`src/rtl/axi_ic_pkg.sv`:
```
// Shared AXI interconnect definitions.
// Burst encodings, 4KB boundary width and split FSM states.
package axi_ic_pkg;

  localparam logic [1:0] BURST_FIXED = 2'b00;
  localparam logic [1:0] BURST_INCR  = 2'b01;
  localparam logic [1:0] BURST_WRAP  = 2'b10;

  localparam int BOUNDARY_4KB_BITS = 12;

  typedef enum logic [1:0] {
    IDLE,
    SEND_1,
    SEND_2
  } split_state_e;

endpackage

```
`src/rtl/splitting_4kb_masker.sv`:
```
// 4KB crossing detector and per-half AxLEN calculator.
// mask_sel_i selects the second-half length.
module splitting_4kb_masker
  import axi_ic_pkg::*;
#(
  parameter int LEN_WIDTH  = 3,
  parameter int SIZE_WIDTH = 3
) (
  input  logic [BOUNDARY_4KB_BITS-1:0] addr_lo_i,
  input  logic [LEN_WIDTH-1:0]         len_i,
  input  logic [SIZE_WIDTH-1:0]        size_i,
  input  logic [1:0]                   burst_i,
  input  logic                         mask_sel_i,
  output logic [BOUNDARY_4KB_BITS:0]   end_o,
  output logic                         cross_o,
  output logic [LEN_WIDTH-1:0]         len_o
);

  localparam int BW = BOUNDARY_4KB_BITS + 1;

  logic [BW-1:0] bytes;
  logic [BW-1:0] room;
  logic [BW-1:0] first_beats;
  logic [BW-1:0] second_beats;

  assign bytes = (BW'(len_i) + BW'(1)) << size_i;
  assign end_o = {1'b0, addr_lo_i} + bytes;

  // Bytes left before the boundary, and bytes spilling past it
  assign room = {1'b1, {BOUNDARY_4KB_BITS{1'b0}}} - {1'b0, addr_lo_i};
  assign first_beats  = room >> size_i;
  assign second_beats = {1'b0, end_o[BOUNDARY_4KB_BITS-1:0]} >> size_i;

  assign cross_o = (burst_i == BURST_INCR) && end_o[BOUNDARY_4KB_BITS];

  assign len_o = mask_sel_i ? LEN_WIDTH'(second_beats - BW'(1))
                            : LEN_WIDTH'(first_beats - BW'(1));

endmodule

```
`src/rtl/axi_4kb_split_ctrl.sv`:
```
// AXI address-channel sequencer that splits INCR bursts
// crossing a 4KB boundary into two tagged sub-requests.
module axi_4kb_split_ctrl
  import axi_ic_pkg::*;
#(
  parameter int ADDR_WIDTH = 32,
  parameter int ID_WIDTH   = 5,
  parameter int LEN_WIDTH  = 3,
  parameter int SIZE_WIDTH = 3,
  parameter int CNT_WIDTH  = 16
) (
  input  logic                  ACLK_i,
  input  logic                  ARESET_i,
  input  logic [ID_WIDTH-1:0]   s_AxID_i,
  input  logic [ADDR_WIDTH-1:0] s_AxADDR_i,
  input  logic [LEN_WIDTH-1:0]  s_AxLEN_i,
  input  logic [SIZE_WIDTH-1:0] s_AxSIZE_i,
  input  logic [1:0]            s_AxBURST_i,
  input  logic                  s_AxVALID_i,
  output logic                  s_AxREADY_o,
  output logic [ID_WIDTH-1:0]   m_AxID_o,
  output logic [ADDR_WIDTH-1:0] m_AxADDR_o,
  output logic [LEN_WIDTH-1:0]  m_AxLEN_o,
  output logic [SIZE_WIDTH-1:0] m_AxSIZE_o,
  output logic [1:0]            m_AxBURST_o,
  output logic                  m_AxSPLIT_o,
  output logic                  m_AxVALID_o,
  input  logic                  m_AxREADY_i,
  output logic [CNT_WIDTH-1:0]  split_cnt_o
);

  localparam int PW = ADDR_WIDTH - BOUNDARY_4KB_BITS;
  localparam int MAX_BYTES =
    (1 << LEN_WIDTH) * (1 << ((1 << SIZE_WIDTH) - 1));

  if (MAX_BYTES > 4096) begin : g_bad_cfg
    $error("max burst exceeds 4KB; more than one crossing possible");
  end

  split_state_e state_q, state_d;

  logic [ID_WIDTH-1:0]   id_q;
  logic [ADDR_WIDTH-1:0] addr_q;
  logic [LEN_WIDTH-1:0]  len_q;
  logic [SIZE_WIDTH-1:0] size_q;
  logic [1:0]            burst_q;
  logic [CNT_WIDTH-1:0]  cnt_q, cnt_d;

  logic [BOUNDARY_4KB_BITS:0] end_w;
  logic                       cross_w;
  logic                       split_w;
  logic [LEN_WIDTH-1:0]       msk_len;
  logic                       m_hs;
  logic                       final_hs;
  logic                       accept;

  splitting_4kb_masker #(
    .LEN_WIDTH (LEN_WIDTH),
    .SIZE_WIDTH(SIZE_WIDTH)
  ) u_masker (
    .addr_lo_i (addr_q[BOUNDARY_4KB_BITS-1:0]),
    .len_i     (len_q),
    .size_i    (size_q),
    .burst_i   (burst_q),
    .mask_sel_i(state_q == SEND_2),
    .end_o     (end_w),
    .cross_o   (cross_w),
    .len_o     (msk_len)
  );

  // Ending exactly on the boundary does not need a second half
  assign split_w = cross_w && (end_w[BOUNDARY_4KB_BITS-1:0] != '0);

  assign m_AxVALID_o = (state_q != IDLE);
  assign m_hs        = m_AxVALID_o && m_AxREADY_i;
  assign final_hs    = m_hs && ((state_q == SEND_2) ||
                                ((state_q == SEND_1) && !split_w));
  assign s_AxREADY_o = (state_q == IDLE) || final_hs;
  assign accept      = s_AxVALID_i && s_AxREADY_o;

  assign m_AxID_o    = id_q;
  assign m_AxSIZE_o  = size_q;
  assign m_AxBURST_o = burst_q;
  assign split_cnt_o = cnt_q;

  always_comb begin
    m_AxADDR_o  = addr_q;
    m_AxLEN_o   = len_q;
    m_AxSPLIT_o = 1'b0;
    unique case (state_q)
      SEND_1: begin
        m_AxSPLIT_o = split_w;
        if (split_w) m_AxLEN_o = msk_len;
      end
      SEND_2: begin
        m_AxADDR_o = {addr_q[ADDR_WIDTH-1:BOUNDARY_4KB_BITS] + PW'(1),
                      {BOUNDARY_4KB_BITS{1'b0}}};
        m_AxLEN_o  = msk_len;
      end
      default: ;
    endcase
  end

  always_comb begin
    state_d = state_q;
    cnt_d   = cnt_q;
    if (accept) begin
      state_d = SEND_1;
    end else if (final_hs) begin
      state_d = IDLE;
    end else if (m_hs && (state_q == SEND_1)) begin
      state_d = SEND_2;
    end
    if (m_hs && (state_q == SEND_1) && split_w && (cnt_q != '1)) begin
      cnt_d = cnt_q + CNT_WIDTH'(1);
    end
  end

  always_ff @(posedge ACLK_i) begin
    if (ARESET_i) begin
      state_q <= IDLE;
      cnt_q   <= '0;
      id_q    <= '0;
      addr_q  <= '0;
      len_q   <= '0;
      size_q  <= '0;
      burst_q <= '0;
    end else begin
      state_q <= state_d;
      cnt_q   <= cnt_d;
      if (accept) begin
        id_q    <= s_AxID_i;
        addr_q  <= s_AxADDR_i;
        len_q   <= s_AxLEN_i;
        size_q  <= s_AxSIZE_i;
        burst_q <= s_AxBURST_i;
      end
    end
  end

endmodule

```
`config.mk`:
```
export PLATFORM = sky130hd
export DESIGN_NAME = axi_4kb_split_ctrl
export DESIGN_NICKNAME = d
export VERILOG_FILES = /design/src/rtl/axi_ic_pkg.sv /design/src/rtl/splitting_4kb_masker.sv /design/src/rtl/axi_4kb_split_ctrl.sv
export SDC_FILE = /design/constraint.sdc
export NUM_CORES = 1
export LEC_CHECK = 0
export ABC_AREA = 0
export CAP_MARGIN = 20
export CORE_MARGIN = 3
export CORE_UTILIZATION = 25
export CTS_CLUSTER_SIZE = 10
export DETAILED_ROUTE_END_ITERATION = 12
export SYNTH_ARGS = -nofsm -noshare
export SYNTH_HDL_FRONTEND = slang
export SYNTH_SLANG_ARGS = --single-unit
```
`constraint.sdc`:
```
create_clock -name ACLK_i -period 6.3 [get_ports ACLK_i]
set_input_delay 1.575 -clock ACLK_i [delete_from_list [all_inputs] [get_ports ACLK_i]]
set_output_delay 1.575 -clock ACLK_i [all_outputs]
set_load 0.05 [all_outputs]
```
==> flow_summary.toml, run 1 <==
[clocking]
cts.clk_slew.worst_paths_ns = 0.07
clk-insertion-delay-late_ns = 0.35
cts_resized = 0
cts.path.max_buffers = 2
cts_tree = "yes"
cts.sinks = 63
cts_made_buffers = 9
cts_root_buffer = "clkbuf_16"
hold_buffers = 0
postCtsSetupRepairBufs = 0
htreeDepth = 3

[layout]
syn2layout_area_growth_pct = 35.60
antenna_cells = 0
final_cell_mix = "clkdlybuf4s50_1, nand2b_1, dfxtp_1"
layout.nets = 761
drive_above_1_share_pct = 7.615
final_common_cell = "clkdlybuf4s50_1"
stdcell_count = 956

[drt]
drt.antenna.violating_nets = 0
dr_total_vias = 4493
dr.pass1.iters = 5
drc_errors = 0
wl_per_cell_um = 14.45
drt-initial-drc-count = 266
vias_per_cell = 4.700
totalWireLength_mm = 13.82

[synthesis]
ys_warn_count = 0
yosysTopAreaCell = "dfxtp_1"
syn_avg_cell_area_um2 = 8.209
syn-cell-area_um2 = 4843
synthArstFlopShare_pct = 0
yosysSeqAreaShare_pct = 26.04
synth_top_area_share_pct = 26.04
synth_edf_count = 0
syn_inst = 590
synth_flop_cell = "dfxtp_1"
synth_fp_nets = 659
synth_seq_cells = 63
synthTopCellsByArea = "dfxtp_1, nand2b_1, mux2i_1"
ys_types = 59

[global_route]
grt_max_degree = 60
grt_usage_pct = 13.10
antenna_found_initial = 0
grt_pass1_vias = 4322
grt_pass1_wl_mm = 22.63
overflow = 0

[floorplanning]
rows = 50
die_area_um2 = 21080
floorplan.die.width_um = 145.2
core_um2 = 18890
start_util_pct = 25.64
io-pin-count = 113
dieHeight_um = 145.2

[place]
io_buffers = 112
place_hpwl_mm = 10.23
pre_cts_ws_ns = 0.4983
place_inst = 941
gp_congestion = 0.8448

[timing]
period_minus_slack_ns = 5.947
worstMarginPinSlew_ns = 0.8484
slew_headroom_pct = 43.19
worst_slack_ns = 0.3530
hold_ws_ns = 0.4737
clock_skew_ns = 0.01843
drv_slew = 0
fin_tns_setup_ns = 0
hold_violations = 0
setup_violations = 0
fmax_ghz = 0.1682
rsz0062_at_grt = "no"
min_period_over_period_pct = 94.40

[setup_path]
startpoint_type = "flop"
r2r_setup_slack_ns = 1.79
cp_data_required_time_ns = 4.72
crit_type = "reg -> out"
cp.arrival_ns = 4.37
cp_max_fo = 10
crit_path_end_kind = "primary output"

[status]
outcome = "completed"

[power]
p_per_area_nw_per_um2 = 209.6
power.leakage_uw = 0.002533
p_total_uw = 1376
ir_drop_uv = 163.9

[worst_hold_path]
hold_path_class = "reg -> reg"

[flow_run]
max-cap-violations = 0
-- area by class of cell --
cell class	count	area, um^2
well taps	260	325.3
inverters	21	78.83
fillers	1988	12330
clock inverters	4	53.80
flip-flops and latches	63	1261
clock buffers	11	252.7
multi-input cells	475	3377
repair buffers	122	1219
-- cells in the mapped netlist, types with 4 or more instances --
library cell  instances
a211oi_1              7
a21o_1                7
a21oi_1              26
a31oi_1               5
and2_1                7
and3_1                5
and4_1                5
clkbuf_1             21
dfxtp_1              63
ha_1                 19
inv_1                19
mux2i_1              52
nand2_1              37
nand2b_1             98
nand3_1              19
nand4_1               5
nor2_1               25
nor2b_1              17
nor3_1                7
nor4_1                4
o211ai_1              8
o21ai_0              21
o22ai_1               5
o31ai_1               4
or2_2                 4
or3_1                11
or4_1                 5
xnor2_1              22
xor2_1               13
-- worst max-delay path, cell delays in order (launching register included) --
cell and delay (ns):
dfxtp_1 0.33, clkinv_1 0.27, mux2i_1 0.25, or3_1 0.38, fa_1 0.43, nand2b_1 0.19, a211oi_2 0.40, nor3_1 0.12
o31ai_2 0.33, nor2_1 0.07, a21o_1 0.17, a211oi_2 0.27, nor2_1 0.08, ha_1 0.27, o22ai_1 0.26, buf_12 0.18
-- routing by layer --
metal / vias to the layer above / global-route usage (%) / wire length (um)
li1: 2291 / - / -
met1: 2043 / 16.30 / 6132
met2: 139 / 21.15 / 6323
met3: 20 / 4.934 / 1113
met4: 0 / 3.894 / 247
met5: - / 0 / 0
-- logic make-up (layout without fill, tap and decap cells) --
| kind of cell | count (synthesis) | after routing | share of synthesized area (%) |
|---|---|---|---|
| simple gates | 252 | 252 | 29.22 |
| compound gates | 111 | 111 | 15.68 |
| flops | 63 | 63 | 26.04 |
| mux | 57 | 57 | 12.37 |
| buf+inv | 52 | 158 | 5.038 |
| xor+xnor | 35 | 35 | 6.329 |
| fa+ha+maj | 20 | 20 | 5.322 |
-- sequential cells by signal (all words and copies together) (netlist names) --
register,flops
addr_q,32
len_q,3
m_AxBURST_o,2
m_AxID_o,5
m_AxSIZE_o,3
split_cnt_o,16
state_q,2
-- power breakdown --
| group | internal, uW | total, uW | switching (uW) |
|---|---|---|---|
| Combinational | 173 | 400 | 227 |
| Sequential | 421 | 449 | 28.4 |
| Clock | 327 | 527 | 200 |
| Total | 921 | 1380 | 456 |
-- final timing paths --
path,from,to,cells after the start
min reg2reg,m_AxID_o[2]$_SDFFE_PP0P_,m_AxID_o[2]$_SDFFE_PP0P_,2
min,m_AxID_o[2]$_SDFFE_PP0P_,m_AxID_o[2]$_SDFFE_PP0P_,2
max reg2reg,len_q[0]$_SDFFE_PP0P_,m_AxSIZE_o[1]$_SDFFE_PP0P_,14
max,m_AxSIZE_o[0]$_SDFFE_PP0P_,m_AxLEN_o[1],15
-- metrics by stage --
stage	util, %	area (um^2)
2_1_floorplan	-	4855
3_3_place_gp	33.03	6241
3_5_place_dp	33.03	6241
4_1_cts	34.66	6548
5_1_grt	34.76	6568
6_report	34.76	6568
No activity file was read; power rests on OpenSTA's default activity.
==> run 2: changes to the inputs <==
--- a/config.mk
+++ b/config.mk
@@ -11,6 +11,7 @@
 export CORE_UTILIZATION = 25
 export CTS_CLUSTER_SIZE = 10
 export DETAILED_ROUTE_END_ITERATION = 12
+export MAX_ROUTING_LAYER = met4
 export SYNTH_ARGS = -nofsm -noshare
 export SYNTH_HDL_FRONTEND = slang
 export SYNTH_SLANG_ARGS = --single-unit
==> run 2 against run 1 <==
  * Global-route usage hardly changed
  * Critical path depth increased by 1
  * Sequential power about the same
  * Fmax is 1.0% lower
  * Register-to-register slack hardly changed
  * Sequential share of layout area is 0.11 points higher
==> flow_summary.toml, run 2 (synthesized netlist as in run 1, its figures left out) <==
[clocking]
cts.path.max_buffers = 2
htreeDepth = 3
cts.clk_slew.worst_paths_ns = 0.06
hold_buffers = 0
cts_tree = "yes"
cts_root_buffer = "clkbuf_16"
clk-insertion-delay-late_ns = 0.33
cts.sinks = 63
cts_made_buffers = 9

[setup_path]
startpoint_type = "flop"
cp_slowest_cell = "fa_1"
worstPathCellList = "clkinvlp_4 -> mux2i_1 -> or3_1 -> fa_1 -> nand2b_1 -> a211oi_2 -> nor3_1 -> o31ai_2 -> nor2_1 -> a21o_1 -> a211oi_2 -> nor2_1 -> ha_1 -> xnor2_1 -> o22ai_1 -> buf_12"
crit_type = "reg -> out"
cp.arrival_ns = 4.43
crit_path_end_kind = "primary output"
cp_max_fo = 10
critical-path-max-stage-delay_ns = 0.44
cp_data_required_time_ns = 4.72

[layout]
final_common_cell = "clkdlybuf4s50_1"
drive_above_1_share_pct = 7.759
antenna_cells = 0
layout.nets = 760
stdcell_count = 956
largest_reg_flops = 32
final_cell_mix = "clkdlybuf4s50_1, nand2b_1, dfxtp_1"
regMostFlops = "addr_q"
stdcell_area_um2 = 6536
syn2layout_area_growth_pct = 34.95

[timing]
min_period_over_period_pct = 95.37
slew_headroom_pct = 36.56
setup_violations = 0
fmax_ghz = 0.1664
period_minus_slack_ns = 6.008
hold_violations = 0
rsz0062_at_grt = "no"
clock_skew_ns = 0.009214
worstMarginPinSlew_ns = 0.9474
drv_slew = 0
hold_ws_ns = 0.4738

[power]
p_total_uw = 1325
p_per_area_nw_per_um2 = 202.7
ir_drop_uv = 133.2
power.leakage_uw = 0.002513

[global_route]
antenna_found_initial = 0
grt_pass1_vias = 4304
overflow = 0
grt_usage_pct = 13.11
grt_max_degree = 65
grt_pass1_wl_mm = 22.19

[place]
gp_congestion = 0.8662
place_inst = 940
place_area_um2 = 6233
place_hpwl_mm = 10.38
io_buffers = 112

[drt]
drt.antenna.violating_nets = 0
drc_errors = 0
dr_total_vias = 4503
vias_per_cell = 4.710
wl_per_cell_um = 14.65
drt-initial-drc-count = 224
totalWireLength_mm = 14.01
dr.pass1.iters = 5

[floorplanning]
core_um2 = 18890
start_util_pct = 25.64
dieHeight_um = 145.2
io-pin-count = 113
floorplan.die.width_um = 145.2
die_area_um2 = 21080
rows = 50

[status]
outcome = "completed"

[worst_hold_path]
hold_path_class = "reg -> reg"

[flow_run]
max-cap-violations = 0
run 2: cell types whose count changed in the layout (fill, tap and decap cells not counted), sizes merged:
cell and delta:
clkinv +1, clkinvlp +2, buf -1, bufinv -1
clkbuf -1
run 2: final timing paths:
kind	startpoint	to	slack [ns]	depth (start not counted)
max	m_AxSIZE_o[0]$_SDFFE_PP0P_	m_AxLEN_o[2]	0.29	16
min	m_AxID_o[2]$_SDFFE_PP0P_	m_AxID_o[2]$_SDFFE_PP0P_	0.47	2
max reg2reg	m_AxSIZE_o[0]$_SDFFE_PP0P_	addr_q[8]$_SDFFE_PP0P_	1.79	14
min reg2reg	m_AxID_o[2]$_SDFFE_PP0P_	m_AxID_o[2]$_SDFFE_PP0P_	0.47	2
run 2: area by class of cell:
class | count | area [um^2]
repair buffers | 121 | 1211
well taps | 260 | 325.3
fillers | 2002 | 12360
multi-input cells | 475 | 3371
inverters | 21 | 82.58
clock buffers | 10 | 239.0
clock inverters | 6 | 45.04
flip-flops and latches | 63 | 1262
run 2: metrics by stage:
stage / TNS, ns / setup slack, ns / utilization, %
6_report: 0 / 0.2915 / 34.60
5_1_grt: 0 / 0.02377 / 34.60
4_1_cts: 0 / 0.04942 / 34.50
3_5_place_dp: 0 / 0.4262 / 32.99
3_3_place_gp: 0 / 0.5576 / 32.99
2_1_floorplan: -0.04327 / -0.02423 / -
run 2: worst max-delay path: cells and delay by family, from the launching register on:
kind	cells	cell delay (ns)
AO/OA/AOI/OAI	5	1.44
buffers and inverters	2	0.42
AND/OR/NAND/NOR	5	0.87
XOR/XNOR	1	0.13
multiplexers	1	0.22
flip-flops	1	0.37
adder cells (fa/ha/maj)	2	0.63
run 2: layer usage:
metal	GRT usage [%]	up-vias	share of wire, %
met1	16.59	2086	46
li1	-	2278	-
met4	2.802	0	1.1
met2	20.94	124	47
met3	3.779	15	6.4
met5	-	-	0
run 2: repair_timing:
action | in CTS | in global routing
endpoints found under the setup margin | 0 | 2
buffers inserted | 0 | 0
resized for setup | 0 | 5
run 2: report_power, final:
group | internal, uW | switching, uW
Combinational | 172 | 227
Clock | 278 | 198
Sequential | 421 | 28.6
==> run 3: changes to the inputs <==
--- a/config.mk
+++ b/config.mk
@@ -7,7 +7,7 @@
 export LEC_CHECK = 0
 export ABC_AREA = 0
 export CAP_MARGIN = 20
-export CORE_MARGIN = 3
+export CORE_MARGIN = 2
 export CORE_UTILIZATION = 25
 export CTS_CLUSTER_SIZE = 10
 export DETAILED_ROUTE_END_ITERATION = 12
==> run 3 against run 2 <==
  * Sequential power about the same
  * Via count down 1.1%
  * Setup slack better by 0.016 ns
  * First-iteration DRC count up 1.8%
  * Final cell count down 0.21%
  * Core utilization up 0.34 points
  * Critical path depth up 3
  * Global-route usage up 0.72 points
  * Design area up 0.65%
  * Clock power up 2%
  * Fmax up 0.26%
  * Largest power group unchanged
  * Highest routed layer unchanged
==> flow_summary.toml, run 3 (synthesized netlist as in run 1, its figures left out) <==
[drt]
totalWireLength_mm = 13.64
dr_total_vias = 4452
dr.pass1.iters = 4
drt.antenna.violating_nets = 0
drt-initial-drc-count = 228
drc_errors = 0
vias_per_cell = 4.667
wl_per_cell_um = 14.30

[floorplanning]
floorplan.die.width_um = 143.2
start_util_pct = 25.72
rows = 50
dieHeight_um = 143.2
core_um2 = 18830
io-pin-count = 113
die_area_um2 = 20500

[layout]
drive_above_1_share_pct = 8.213
stdcell_count = 954
antenna_cells = 0
syn2layout_area_growth_pct = 35.83
final_cell_mix = "clkdlybuf4s50_1, nand2b_1, dfxtp_1"
regMostFlops = "addr_q"
final_common_cell = "clkdlybuf4s50_1"
largest_reg_flops = 32
layout.nets = 762
fill_cells = 1999

[setup_path]
startpoint = "len_q[1]$_SDFFE_PP0P_"
cp_data_required_time_ns = 4.72
r2r_start = "m_AxSIZE_o[0]$_SDFFE_PP0P_"
critical-path-max-stage-delay_ns = 0.42
crit_family = "compound AO/OA/AOI/OAI gates"
worstPathCellList = "ha_1 -> xor2_1 -> nor2_1 -> a211oi_1 -> a31oi_1 -> o22ai_1 -> ha_2 -> a21oi_2 -> a21boi_0 -> and2_1 -> o31ai_2 -> mux2i_1 -> and2_1 -> a211oi_2 -> nor2_1 -> ha_1 -> xnor2_1 -> o22ai_1 -> buf_12"
crit_type = "reg -> out"
r2r_cells = 16
cp_max_fo = 9
critical_path_buf_inv_count = 1
startpoint_type = "flop"
crit_path_end_kind = "primary output"
cp.depth = 19
cp_slowest_cell = "dfxtp_1"
cp.arrival_ns = 4.42

[timing]
hold_violations = 0
worstMarginPinSlew_ns = 0.8701
drv_slew = 0
period_minus_slack_ns = 5.993
slew_headroom_pct = 41.74
fmax_ghz = 0.1669
setup_violations = 0
rsz0062_at_grt = "no"
clock_skew_ns = 0.006002
min_period_over_period_pct = 95.12

[worst_hold_path]
hold_path_class = "reg -> reg"
min_path_cells = 2
hp-start = "m_AxID_o[1]$_SDFFE_PP0P_"

[global_route]
grt_pass1_wl_mm = 21.62
grt_pass1_vias = 4242
overflow = 0
grt_max_degree = 45
antenna_found_initial = 0
grt_usage_pct = 13.83

[power]
p_per_area_nw_per_um2 = 202.9
ir_drop_uv = 126.6
power.leakage_uw = 0.002531
p_total_uw = 1335

[clocking]
htreeDepth = 3
cts.sinks = 63
cts.path.max_buffers = 2
cts_tree = "yes"
cts.clk_slew.worst_paths_ns = 0.05
cts_made_buffers = 9
clk-insertion-delay-late_ns = 0.34
cts_root_buffer = "clkbuf_16"

[status]
outcome = "completed"

[place]
place_hpwl_mm = 10.28
gp_congestion = 0.9375
place_inst = 940
io_buffers = 112

[flow_run]
max-cap-violations = 0
[run 3: changes by cell type in the layout (fill, tap and decap cells not counted), sizes merged]
cell,before,now
clkinv,3,2
bufinv,0,1
buf,14,16
inv,20,19
clkinvlp,4,1
[run 3: what timing repair did]
action / CTS / global route
endpoints found under the hold margin: 0 / 0
gates resized for setup: 0 / 11
setup endpoints to repair: 0 / 3
hold buffers: 0 / 0
setup buffers: 0 / 2
[run 3: worst min-delay path, cell delays in order, from the launching register on]
cell and delay (ns):
dfxtp_1 0.30, nand2b_1 0.06, mux2i_1 0.06
[run 3: power by group]
part	internal [uW]	switching, uW	total, uW
registers	421	30.3	452
logic	175	223	398
clock network	307	178	485
[run 3: metal layers]
metal  vias up  GRT usage (%)  routed length (um)
met5         -              -                   0
met4         0          3.804                 133
met3        10          3.756                 840
met2       108          20.85                6067
met1      2054          18.18                6599
li1       2280              -                   -
[run 3: final cells by class]
cell class	count	area (um^2)	share of cell area, %
sequential	63	1264	19.21
timing repair buffer	123	1239	18.83
clock inverter	2	35.03	0.5325
tap	260	325.3	4.945
inverter	21	82.58	1.255
multi-input combinational	475	3395	51.60
clock buffer	10	239.0	3.633
[run 3: per-stage QoR]
step           worst slack [ns]  util, %  hold WS [ns]  TNS [ns]  cell area, um^2
2_1_floorplan          -0.02423        -        0.4571  -0.04327             4855
3_3_place_gp             0.4296    33.17        0.4619         0             6246
3_5_place_dp             0.3703    33.17        0.4630         0             6246
4_1_cts                0.003621    34.62        0.4743         0             6520
5_1_grt                 0.02033    34.94        0.5049         0             6579
6_report                 0.3072    34.94        0.4726         0             6579
[run 3: worst paths after layout]
check / to / slack, ns
worst max-delay path: m_AxLEN_o[2] / 0.31
worst min-delay path: m_AxID_o[1]$_SDFFE_PP0P_ / 0.47
worst max register to register: m_AxSIZE_o[1]$_SDFFE_PP0P_ / 1.80
worst min register to register: m_AxID_o[1]$_SDFFE_PP0P_ / 0.47
